<file path="config.mk">
export PLATFORM = sky130hd
export DESIGN_NAME = ddr_frame_sched
export DESIGN_NICKNAME = d
export VERILOG_FILES = /design/src/rtl/ddr_frame_sched.sv
export SDC_FILE = /design/constraint.sdc
export NUM_CORES = 1
export LEC_CHECK = 0
export CELL_PAD_IN_SITES_DETAIL_PLACEMENT = 0
export CELL_PAD_IN_SITES_GLOBAL_PLACEMENT = 1
export CORE_MARGIN = 8
export CORE_UTILIZATION = 24
export DETAILED_ROUTE_END_ITERATION = 8
export GPL_ROUTABILITY_DRIVEN = 0
export GPL_TIMING_DRIVEN = 0
export PLACE_DENSITY_LB_ADDON = 0.1
export SETUP_SLACK_MARGIN = 0.02
export SLEW_MARGIN = 10
export SYNTH_ARGS = -nofsm -noshare
export SYNTH_HDL_FRONTEND = slang
export SYNTH_SLANG_ARGS = --single-unit
</file>
<file path="constraint.sdc">
create_clock -name aclk -period 1.65 [get_ports aclk]
set_input_delay 0.165 -clock aclk [delete_from_list [all_inputs] [get_ports aclk]]
set_output_delay 0.165 -clock aclk [all_outputs]
set_load 0.01 [all_outputs]
</file>
<file path="src/rtl/ddr_frame_sched.sv">
// Triple-buffered frame scheduler: hands DMA write/read descriptors to four frame
// sections so the reader always sees the newest complete frame without tearing.
module ddr_frame_sched #(
  parameter int MAX_ADDR   = 518400,
  parameter int LEN_WIDTH  = $clog2(MAX_ADDR),
  parameter int BANK_WIDTH = 3,
  parameter int SEC_WIDTH  = 2
) (
  input  logic                                    aclk,
  input  logic                                    areset,
  input  logic                                    wr_start,
  input  logic                                    rd_start,
  input  logic                                    wr_cfg_ready,
  input  logic                                    rd_cfg_ready,
  input  logic                                    wr_done,
  input  logic                                    rd_done,
  output logic [BANK_WIDTH+SEC_WIDTH+LEN_WIDTH-1:0] wr_desc_addr,
  output logic [BANK_WIDTH+SEC_WIDTH+LEN_WIDTH-1:0] rd_desc_addr,
  output logic [LEN_WIDTH-1:0]                    wr_desc_len,
  output logic [LEN_WIDTH-1:0]                    rd_desc_len,
  output logic                                    wr_cfg_valid,
  output logic                                    rd_cfg_valid,
  output logic                                    wr_busy,
  output logic                                    rd_busy,
  output logic                                    frame_avail,
  output logic                                    rd_skip,
  output logic                                    wr_reject,
  output logic                                    rd_reject,
  output logic [15:0]                             frame_cnt
);

  localparam int NUM_SEC = 2 ** SEC_WIDTH;

  typedef enum logic [1:0] {IDLE, ISSUE, BUSY} chan_state_t;

  chan_state_t          wr_state, wr_state_n, rd_state, rd_state_n;
  logic [SEC_WIDTH-1:0] wr_sec, wr_sec_n, rd_sec, rd_sec_n;
  logic [SEC_WIDTH-1:0] latest_sec, latest_sec_n, free_sec;
  logic                 latest_vld, latest_vld_n;
  logic [15:0]          frame_cnt_n;
  logic                 rd_skip_n, wr_reject_n, rd_reject_n;
  logic [NUM_SEC-1:0]   used;

  always_ff @(posedge aclk) begin
    if (areset) begin
      wr_state   <= IDLE;
      rd_state   <= IDLE;
      wr_sec     <= '0;
      rd_sec     <= '0;
      latest_sec <= '0;
      latest_vld <= 1'b0;
      frame_cnt  <= '0;
      rd_skip    <= 1'b0;
      wr_reject  <= 1'b0;
      rd_reject  <= 1'b0;
    end else begin
      wr_state   <= wr_state_n;
      rd_state   <= rd_state_n;
      wr_sec     <= wr_sec_n;
      rd_sec     <= rd_sec_n;
      latest_sec <= latest_sec_n;
      latest_vld <= latest_vld_n;
      frame_cnt  <= frame_cnt_n;
      rd_skip    <= rd_skip_n;
      wr_reject  <= wr_reject_n;
      rd_reject  <= rd_reject_n;
    end
  end

  // Ordering matters: write commit, then reader decision, then writer section pick.
  always_comb begin
    wr_state_n   = wr_state;
    rd_state_n   = rd_state;
    wr_sec_n     = wr_sec;
    rd_sec_n     = rd_sec;
    latest_sec_n = latest_sec;
    latest_vld_n = latest_vld;
    frame_cnt_n  = frame_cnt;
    rd_skip_n    = 1'b0;
    wr_reject_n  = 1'b0;
    rd_reject_n  = 1'b0;
    used         = '0;
    free_sec     = '0;

    case (wr_state)
      ISSUE: if (wr_cfg_ready) wr_state_n = BUSY;
      BUSY: begin
        if (wr_done) begin
          wr_state_n   = IDLE;
          latest_sec_n = wr_sec;
          latest_vld_n = 1'b1;
          frame_cnt_n  = frame_cnt + 16'd1;
        end
      end
      default: ;
    endcase
    if (wr_state != IDLE && wr_start) wr_reject_n = 1'b1;

    case (rd_state)
      IDLE: begin
        if (rd_start) begin
          if (latest_vld_n) begin
            rd_state_n = ISSUE;
            rd_sec_n   = latest_sec_n;
          end else begin
            rd_skip_n = 1'b1;
          end
        end
      end
      ISSUE: if (rd_cfg_ready) rd_state_n = BUSY;
      BUSY:  if (rd_done) rd_state_n = IDLE;
      default: ;
    endcase
    if (rd_state != IDLE && rd_start) rd_reject_n = 1'b1;

    // At most two sections are pinned (reader and latest), so one of four is always free.
    if (rd_state_n != IDLE) used[rd_sec_n] = 1'b1;
    if (latest_vld_n) used[latest_sec_n] = 1'b1;
    for (int i = NUM_SEC - 1; i >= 0; i--) begin
      if (!used[i]) free_sec = SEC_WIDTH'(i);
    end

    if (wr_state == IDLE && wr_start) begin
      wr_state_n = ISSUE;
      wr_sec_n   = free_sec;
    end
  end

  assign wr_desc_addr = {{BANK_WIDTH{1'b0}}, wr_sec, {LEN_WIDTH{1'b0}}};
  assign rd_desc_addr = {{BANK_WIDTH{1'b0}}, rd_sec, {LEN_WIDTH{1'b0}}};
  assign wr_desc_len  = LEN_WIDTH'(MAX_ADDR);
  assign rd_desc_len  = LEN_WIDTH'(MAX_ADDR);
  assign wr_cfg_valid = (wr_state == ISSUE);
  assign rd_cfg_valid = (rd_state == ISSUE);
  assign wr_busy      = (wr_state != IDLE);
  assign rd_busy      = (rd_state != IDLE);
  assign frame_avail  = latest_vld;

endmodule

</file>
==> results of run 1 <==
[what timing repair did]
action | in CTS | in global routing
setup buffers | 7 | 10
gates cloned | 1 | 0
endpoints found under the setup margin | 8 | 15
resized for setup | 14 | 15
pin swaps | 4 | 11
hold endpoints to repair | 0 | 0
[sequential cells by signal, summed over array words and instances (netlist names)]
register,count
rd_skip,1
wr_state,2
frame_cnt,16
rd_state,2
rd_reject,1
wr_sec,2
latest_sec,2
frame_avail,1
rd_sec,2
wr_reject,1
[final cells by class]
cell class / count / area, um2 / share of cell area (%)
buffer: 86 / 638 / 20.5
timing repair buffer: 52 / 483 / 15.5
multi-input combinational: 196 / 1120 / 36.2
clock buffer: 7 / 76.3 / 2.46
tap: 105 / 131 / 4.23
inverter: 8 / 30.0 / 0.967
sequential: 30 / 623 / 20.1
[metal layers]
metal	wire length [um]	up-vias	GRT usage (%)
met4	36	0	2.58
met2	2200	63	12.8
met5	0	-	0
li1	-	892	-
met3	538	4	4.19
met1	2140	688	9.44
[where the power goes]
group / internal, mW / leakage, nW / total [mW] / switching [mW]
Sequential: 0.732 / 0.248 / 0.748 / 0.0161
Combinational: 0.222 / 1.25 / 0.417 / 0.194
Clock: 0.290 / 0.0383 / 0.554 / 0.264
[cell usage in the layout, fill, tap and decap left out, drive strengths merged]
| cell | count |
|---|---|
| mux2i | 2 |
| a21oi | 10 |
| nand2 | 12 |
| conb | 82 |
| xnor2 | 8 |
| clkbuf | 10 |
| xor2 | 6 |
| ha | 1 |
| nand4 | 3 |
| inv | 8 |
| dlygate4sd2 | 1 |
| and3b | 1 |
| a31oi | 1 |
| nand3b | 2 |
| and2b | 1 |
| o21ai | 8 |
| dlymetal6s2s | 1 |
| buf | 100 |
| and3 | 3 |
| nor2 | 25 |
| dfxtp | 30 |
| or2b | 1 |
| and4 | 1 |
| clkdlybuf4s50 | 33 |
| nand3 | 4 |
| a21boi | 1 |
| nor2b | 2 |
| o31ai | 1 |
| a2bb2oi | 1 |
| mux2 | 1 |
| nor3b | 2 |
| nand2b | 5 |
| a32o | 1 |
| a211oi | 2 |
| nor4 | 1 |
| nor3 | 3 |
| o22ai | 2 |
| or3 | 2 |
| and2 | 1 |
[path summary, 6_finish.rpt]
path	to
max	wr_sec[0]$_SDFFE_PP0P_
min reg2reg	latest_sec[1]$_SDFF_PP0_
max reg2reg	wr_sec[0]$_SDFFE_PP0P_
min	wr_state[0]$_SDFFE_PP0P_
[synthesized netlist by cell type (2+ instances only)]
| master | number | area, um2 |
|---|---|---|
| sky130_fd_sc_hd__buf_4 | 82 | 616 |
| sky130_fd_sc_hd__dfxtp_1 | 30 | 601 |
| sky130_fd_sc_hd__nor2_1 | 24 | 90.1 |
| sky130_fd_sc_hd__nand2_1 | 12 | 45.0 |
| sky130_fd_sc_hd__a21oi_1 | 10 | 50.1 |
| sky130_fd_sc_hd__inv_1 | 8 | 30.0 |
| sky130_fd_sc_hd__o21ai_0 | 8 | 40.0 |
| sky130_fd_sc_hd__xnor2_1 | 8 | 70.1 |
| sky130_fd_sc_hd__xor2_1 | 6 | 52.6 |
| sky130_fd_sc_hd__nand2b_1 | 5 | 31.3 |
| sky130_fd_sc_hd__nand3_1 | 4 | 20.0 |
| sky130_fd_sc_hd__clkbuf_1 | 3 | 11.3 |
| sky130_fd_sc_hd__nor3_1 | 3 | 15.0 |
| sky130_fd_sc_hd__a211oi_1 | 2 | 15.0 |
| sky130_fd_sc_hd__conb_1 | 2 | 7.51 |
| sky130_fd_sc_hd__nand4_1 | 2 | 12.5 |
| sky130_fd_sc_hd__nor2b_1 | 2 | 12.5 |
| sky130_fd_sc_hd__or3_1 | 2 | 12.5 |
[logic make-up (layout without fill, tap and decap cells)]
group | Yosys count | count (layout) | share of synthesized area [%]
AO/OA/AOI/OAI | 27 | 27 | 8.74
flip-flops | 30 | 30 | 30.0
buffers and inverters | 94 | 153 | 33.4
multiplexers | 3 | 3 | 1.94
AND/OR/NAND/NOR | 68 | 69 | 18.9
adder cells (fa/ha/maj) | 1 | 1 | 0.625
XOR/XNOR | 14 | 14 | 6.12
other | 2 | 82 | 0.375
[worst max-delay path, delay by kind of cell, from the launching register on]
family | cells | cell delay, ns
multiplexers | 1 | 0.32
AND/OR/NAND/NOR | 1 | 0.20
flip-flops | 1 | 0.38
AO/OA/AOI/OAI | 4 | 0.62
[through the flow]
step	power, mW	instance area, um2	TNS [ns]	cells
finish	1.72	3110	0	484
floorplan	1.07	2300	0	319
global route	1.82	3110	-0.121	484
global placement	1.14	2790	-4.87	459
detailed placement	1.14	2790	-5.10	459
CTS	1.73	2980	0	474
==> run summary, run 1 <==
The top fanout value on the critical path came out at 7. The hold slack came out at 0.466 ns. The startpoint of the worst setup timing path is wr_state[0]$_SDFFE_PP0P_. Across the VDD grid, the largest voltage drop is 0.225 mV. The type of destination of the critical path is a flop. For this run, the post-layout net count is slightly below 400. The total count of max-transition violations in the final report is 0. The final clock skew came out at approximately 0.0062 ns. CTS placed an instance of sky130_fd_sc_hd__clkbuf_8 at the clock tree root.

The tightest slew margin relative to the limit is around two thirds. The floorplan die height is between 100 and 150 um. Synthesis produced a netlist whose cell count is roughly 240. The initial antenna violation count came out at 0.

After floorplanning, the core was divided into 33 placement rows. After clock tree synthesis, the clock-pin slew on the worst setup and hold paths is 0.07 ns. The clock sink total is 30. The pin count of the biggest net entering global routing came out at 11.

The cell area power density came out at between 500 and 600 nW/um2. The dominant register cell in the synthesized netlist is sky130_fd_sc_hd__dfxtp_1. The final cell utilization of the core came out at approximately two fifths. During synthesis, Yosys emitted a total of 0 warnings.

The critical path start-end classification is flop to flop. The overall fraction of global-route tracks in use came out at under 10%. The startpoint identified for the worst hold timing path is wr_cfg_ready.

The flow ran to the end, and the final reports show no timing, DRC or antenna violations. For the pin with the worst max-slew slack, the measured transition is between 0.5 and 0.6 ns. The count of boundary I/O pins came out at roughly 120. The layout has roughly 860 filler cells. The highest clock rate came out at about 600 MHz. For the worst setup path, the data required time is roughly 1.8 ns. The count of state elements after synthesis is 30.

The wire length reported by the detailed router came out at between 4 and 5 mm. The max-cap check violation count is 0. STA classifies the critical path startpoint as a flop. The core box area came out at 8180 um2. The number of buffers inserted by hold repair at cts is 0.

The remaining routing DRC violations came out at 0. Dividing the detail-routed via count by the number of cells gives about 3.4. In this run the critical register-to-register path is launched from wr_state[0]$_SDFFE_PP0P_. Sequential cells were found to cover 30.0% of the synthesized design area.

The kind of path behind the tightest hold check is primary input to flop. The delay of the slowest cell on the worst path is 0.38 ns. Summing every instance area after synthesis gives ~2000 um2. The worst setup margin came out at about 0.022 ns. For this design the static power due to leakage is ~1.5 nW. The number of antenna cells inserted came out at 0. The buffer levels on the longest clock path came out at 2.

The worst setup slack before clock tree synthesis came out at -0.420 ns. Setup violations remaining at the end of the flow were counted as 0. Of the available clock period, the critical path in the final layout requires 98.7%.

Of the cells placed in the final design, the portion with a size suffix greater than 1 is 34.3%. Setup repair after global routing could not meet its margin everywhere. The number of clock buffers inserted by TritonCTS came out at 5. For this block, the initial DRC count from the detailed router was 29.

The critical path goes through nand3b_4 -> mux2i_4 -> a2bb2oi_4 -> a31oi_2 -> o22ai_1 -> a32o_1. The slack of the worst reg-to-reg path is around 0.022 ns. The final hold violation count is 0. In this run the tool buffered the top-level ports with 35 buffer cells.

Among all stages on the critical path, the largest delay is contributed by sky130_fd_sc_hd__dfxtp_4. The first global-routing pass estimated 7.67 mm of wire. The number of global-route vias before repair was about 1600. Synthesis instantiated 44 different standard cells from the library. The routed wirelength normalized by instance count came out at just over 10 um. The residual overflow from global routing came out at 0. The count of flip-flops with a built-in enable after synthesis is 0.

The post-route minimum period came out at 1.63 ns. The path depth of the worst reg2reg path came out at 6. TritonCTS built the clock tree.

The proportion of synthesized flip-flops having asynchronous set or reset came out at 0%. The worst hold path was traced through 2 stages. The starting utilization of the core area came out at around a quarter. The total iterations of the first detailed-routing run is 4. The detail route stage leaves a number of antenna-violating nets equal to 0. For the worst setup path, the data arrival time is 1.80 ns. The clock insertion delay at the later pin of the skew report came out at around 0.28 ns. Averaged over all synthesized cells, the footprint is 8.38 um2. The floorplan step defined a die boundary enclosing around 12000 um2. The floorplan step set the die width to around 110 um. The wire-length estimate of the detail-placed layout is 3.86 mm. The synthesis-to-layout area growth is 55.1%. The detailed router placed 1647 vias in this run. CTS built an H-tree with a depth of 2.
Note: power is estimated with default switching activity, not from simulation.
==> run 2, diff against run 1 <==
--- a/config.mk
+++ b/config.mk
@@ -5,6 +5,7 @@
 export SDC_FILE = /design/constraint.sdc
 export NUM_CORES = 1
 export LEC_CHECK = 0
+export ABC_CLOCK_PERIOD_IN_PS = 1650
 export CELL_PAD_IN_SITES_DETAIL_PLACEMENT = 0
 export CELL_PAD_IN_SITES_GLOBAL_PLACEMENT = 1
 export CORE_MARGIN = 8
==> results of run 2 <==
Final layout, timing and power as in run 1 (identical DEF).
==> run 3, diff against run 2 <==
--- a/config.mk
+++ b/config.mk
@@ -10,9 +10,9 @@
 export CELL_PAD_IN_SITES_GLOBAL_PLACEMENT = 1
 export CORE_MARGIN = 8
 export CORE_UTILIZATION = 24
+export CTS_BUF_LIST = sky130_fd_sc_hd__clkbuf_2
 export DETAILED_ROUTE_END_ITERATION = 8
 export GPL_ROUTABILITY_DRIVEN = 0
-export GPL_TIMING_DRIVEN = 0
 export PLACE_DENSITY_LB_ADDON = 0.1
 export SETUP_SLACK_MARGIN = 0.02
 export SLEW_MARGIN = 10
==> run 3 against run 2 <==
Against the previous run:
- core utilization decreased by 7.5 points
- clock skew increased by 0.00060 ns
- routed wire length decreased by 6.5%
- clock power decreased by 35%
- hold slack got worse by 0.084 ns
- sequential share of layout area increased by 4.6 points
- total power decreased by 19%
- critical path type unchanged
- cell area decreased by 20%
- non-clock buffer count decreased by 75
- first-iteration DRC count decreased by 21%
- largest power group unchanged
- sequential power about the same
==> run summary, run 3 (synthesized netlist as in run 1, its figures left out) <==
The sum of net half-perimeters after detailed placement is 3.68 mm (-4.6%). The data arrival at the endpoint of the critical path is 1.85 ns (+0.05 ns). The reg-to-reg critical path startpoint is rd_state[0]$_SDFF_PP0_. The number of antenna cells inserted came to 0 (unchanged). The setup TNS came out at 0 ns (unchanged).

The final clock skew came out at 0.00679 ns (+0.000598 ns). The met2 capacity usage during global routing is 11.9% (-0.93 points). The clock sink total was 30 (unchanged). The count of standard-cell rows is 33 (unchanged). The overall die width came to 107 um (unchanged). The leakage dissipation came out at 1.20 nW (-22%). The total count of max-transition violations in the final report came to 0 (unchanged). The quantity of I/O buffers inserted on ports was 35 (unchanged).

Counting flops per register, the top entry is frame_cnt. The final cycle utilization of the critical path came to 96.1% (-2.6 points). Following the worst setup path forward leads to its endpoint at wr_sec[0]$_SDFFE_PP0P_. The max-cap check violation count is 0 (unchanged). The overall fraction of global-route tracks in use was 7.67% (-0.51 points). The maximum VDD drop is 0.178 mV (-21%). The area used by sequential logic in the layout came to 616 um2 (-1.2%). The proportion of layout cells with a drive suffix above 1 is 20.5% (-14 points). The floorplan die height is 107 um (unchanged). The remaining routing DRC violations came out at 0 (unchanged).

The number of H-tree branching levels is 2 (unchanged). The number of instances in the placed design was 399 (-13%). TritonCTS built the clock tree. The initial antenna violation count is 0 (unchanged). The count of boundary I/O pins came to 118 (unchanged). The wire length reported by the detailed router is 4.59 mm (-6.5%). The design area came out at 2490 um2 (-20%).

The wire length of the first global-routing pass is 7.10 mm (-7.5%). The cell area after placement is 2340 um2 (-16%). The flow ran to the end, and the final reports show no timing, DRC or antenna violations. The root cell of the clock tree is sky130_fd_sc_hd__clkbuf_2. The end of the worst register-to-register path is wr_sec[0]$_SDFFE_PP0P_. The buffer levels on the longest clock path came to 2 (unchanged). STA classifies the critical path endpoint as a flop.

The met3 track utilization from global routing came out at 3.47% (-0.72 points). The kind of path behind the tightest hold check is primary input to flop. The worst hold path startpoint is wr_cfg_ready. The post-route minimum period is 1.59 ns (-0.0426 ns). The startpoint of the worst setup timing path is rd_state[0]$_SDFF_PP0_. The critical path is of the flop to flop type. Leaving out fill and tap cells, the most frequent cell in the layout is sky130_fd_sc_hd__conb_1. The slack of the worst reg-to-reg path was 0.06 ns (+0.04 ns). The total iterations of the first detailed-routing run came out at 4 (unchanged).

The highest clock rate is 631 MHz (+2.7%). The required time at the endpoint of the critical path is 1.91 ns (+0.09 ns). The starting utilization of the core area is 24.5% (unchanged).

The met1 routing resource usage after global routing is 9.23% (-0.21 points). The clock insertion delay at the later pin of the skew report came out at 0.35 ns (+0.07 ns). The final-stage net count came to 312 (-20%).

The worst hold path depth came out at 2 (unchanged). The number of flip-flops under the largest register name is 16 (unchanged). The top fanout value on the critical path came out at 4 (-3). The worst setup margin came out at 0.0648 ns (+0.0426 ns). The final count of negative-setup-slack endpoints came to 0 (unchanged). The layer flagged by global routing as most heavily used is met2.

The final cell utilization of the core came out at 30.5% (-7.5 points). The filler cell count in the final layout was 916 (+6.0%). The residual overflow from global routing came out at 0 (unchanged). The hold slack came out at 0.382 ns (-0.0840 ns). The routed via count divided by cell count is 3.55 (+4.4%). The power after layout is 1.39 mW (-19%). The core box area came out at 8180 um2 (unchanged). The path depth of the worst reg2reg path is 6 (unchanged).

Setup repair after global routing could not meet its margin everywhere. Leaving out fill and tap cells, the most frequent cells in the layout are sky130_fd_sc_hd__conb_1 (82), sky130_fd_sc_hd__clkdlybuf4s50_1 (28), sky130_fd_sc_hd__buf_4 (25). The pin count of the biggest net entering global routing was 15 (+4).

The clock transition at the register clock pins on the worst setup and hold paths after CTS is 0.15 ns (+0.08 ns). The synthesis-to-layout area growth is 24.4%. The cell area power density came to 557 nW/um2 (+0.61%). The number of DRC markers after the initial detailed-route iteration came out at 23 (-21%). The total area of multi-input combinational cells is 1110 um2 (-1.7%). The final hold violation count is 0 (unchanged). The via total after detailed routing is 1449 (-12%). The number of routed nets with antenna violations came out at 0 (unchanged). The worst setup path is launched from a flop. The count of placed standard cells in the final layout, fillers left out is 408 (-16%). The worst setup slack before clock tree synthesis came to -0.314 ns (+0.105 ns).

The routed wirelength normalized by instance count is 11.3 um (+11%). The number of global-route vias before repair was 1480 (-5.2%). The full die area is 11500 um2 (unchanged). The number of clock buffers inserted by TritonCTS is 5 (unchanged).
-- run 3: changes by cell type in the layout (fill, tap and decap cells not counted), sizes merged --
cell	previous run	this run
dlymetal6s2s	1	3
clkbuf	10	7
dlygate4sd2	1	4
nand3b	2	1
clkdlybuf4s50	33	28
buf	100	28
-- run 3: per-layer routing --
metal / vias to the layer above / wire length (um) / share of wire, %
met5: - / 0 / 0
met4: 0 / 51 / 1.1
met3: 6 / 439 / 9.6
met2: 63 / 2080 / 45
met1: 643 / 2020 / 44
li1: 737 / - / -
-- run 3: worst min-delay path by stage --
stage               slack (ns)                        to
floorplan                 0.26  wr_state[0]$_SDFFE_PP0P_
global placement          0.46  latest_sec[1]$_SDFF_PP0_
detailed placement        0.47  latest_sec[1]$_SDFF_PP0_
CTS                       0.35  wr_state[0]$_SDFFE_PP0P_
global route              0.34  wr_state[0]$_SDFFE_PP0P_
finish                    0.38  wr_state[0]$_SDFFE_PP0P_
-- run 3: critical path: stages (launching register included) --
cell and delay (ns):
sky130_fd_sc_hd__dfxtp_2 0.36, sky130_fd_sc_hd__nor3b_4 0.29, sky130_fd_sc_hd__a21boi_4 0.27, sky130_fd_sc_hd__o22ai_4 0.10, sky130_fd_sc_hd__o21ai_1 0.16, sky130_fd_sc_hd__nand2b_1 0.07, sky130_fd_sc_hd__a32o_1 0.24
-- run 3: layout make-up --
| class | instances | area share [%] |
|---|---|---|
| Tap cell | 105 | 5.27 |
| Timing Repair Buffer | 63 | 23.0 |
| Sequential cell | 30 | 24.7 |
| Clock buffer | 7 | 1.41 |
| Inverter | 8 | 1.20 |
| Multi-Input combinational cell | 195 | 44.4 |
-- run 3: where the power goes --
part           switching (mW)  internal, mW
clock                   0.251         0.111
combinational           0.174         0.104
sequential             0.0112         0.737
total                   0.436         0.952
-- run 3: repair_timing --
action	CTS	global route
hold buffers	0	0
setup endpoints to repair	6	13
setup buffers	0	2
hold endpoints to repair	0	0
cloned	0	0
gates resized for setup	11	23
pin swaps	0	9
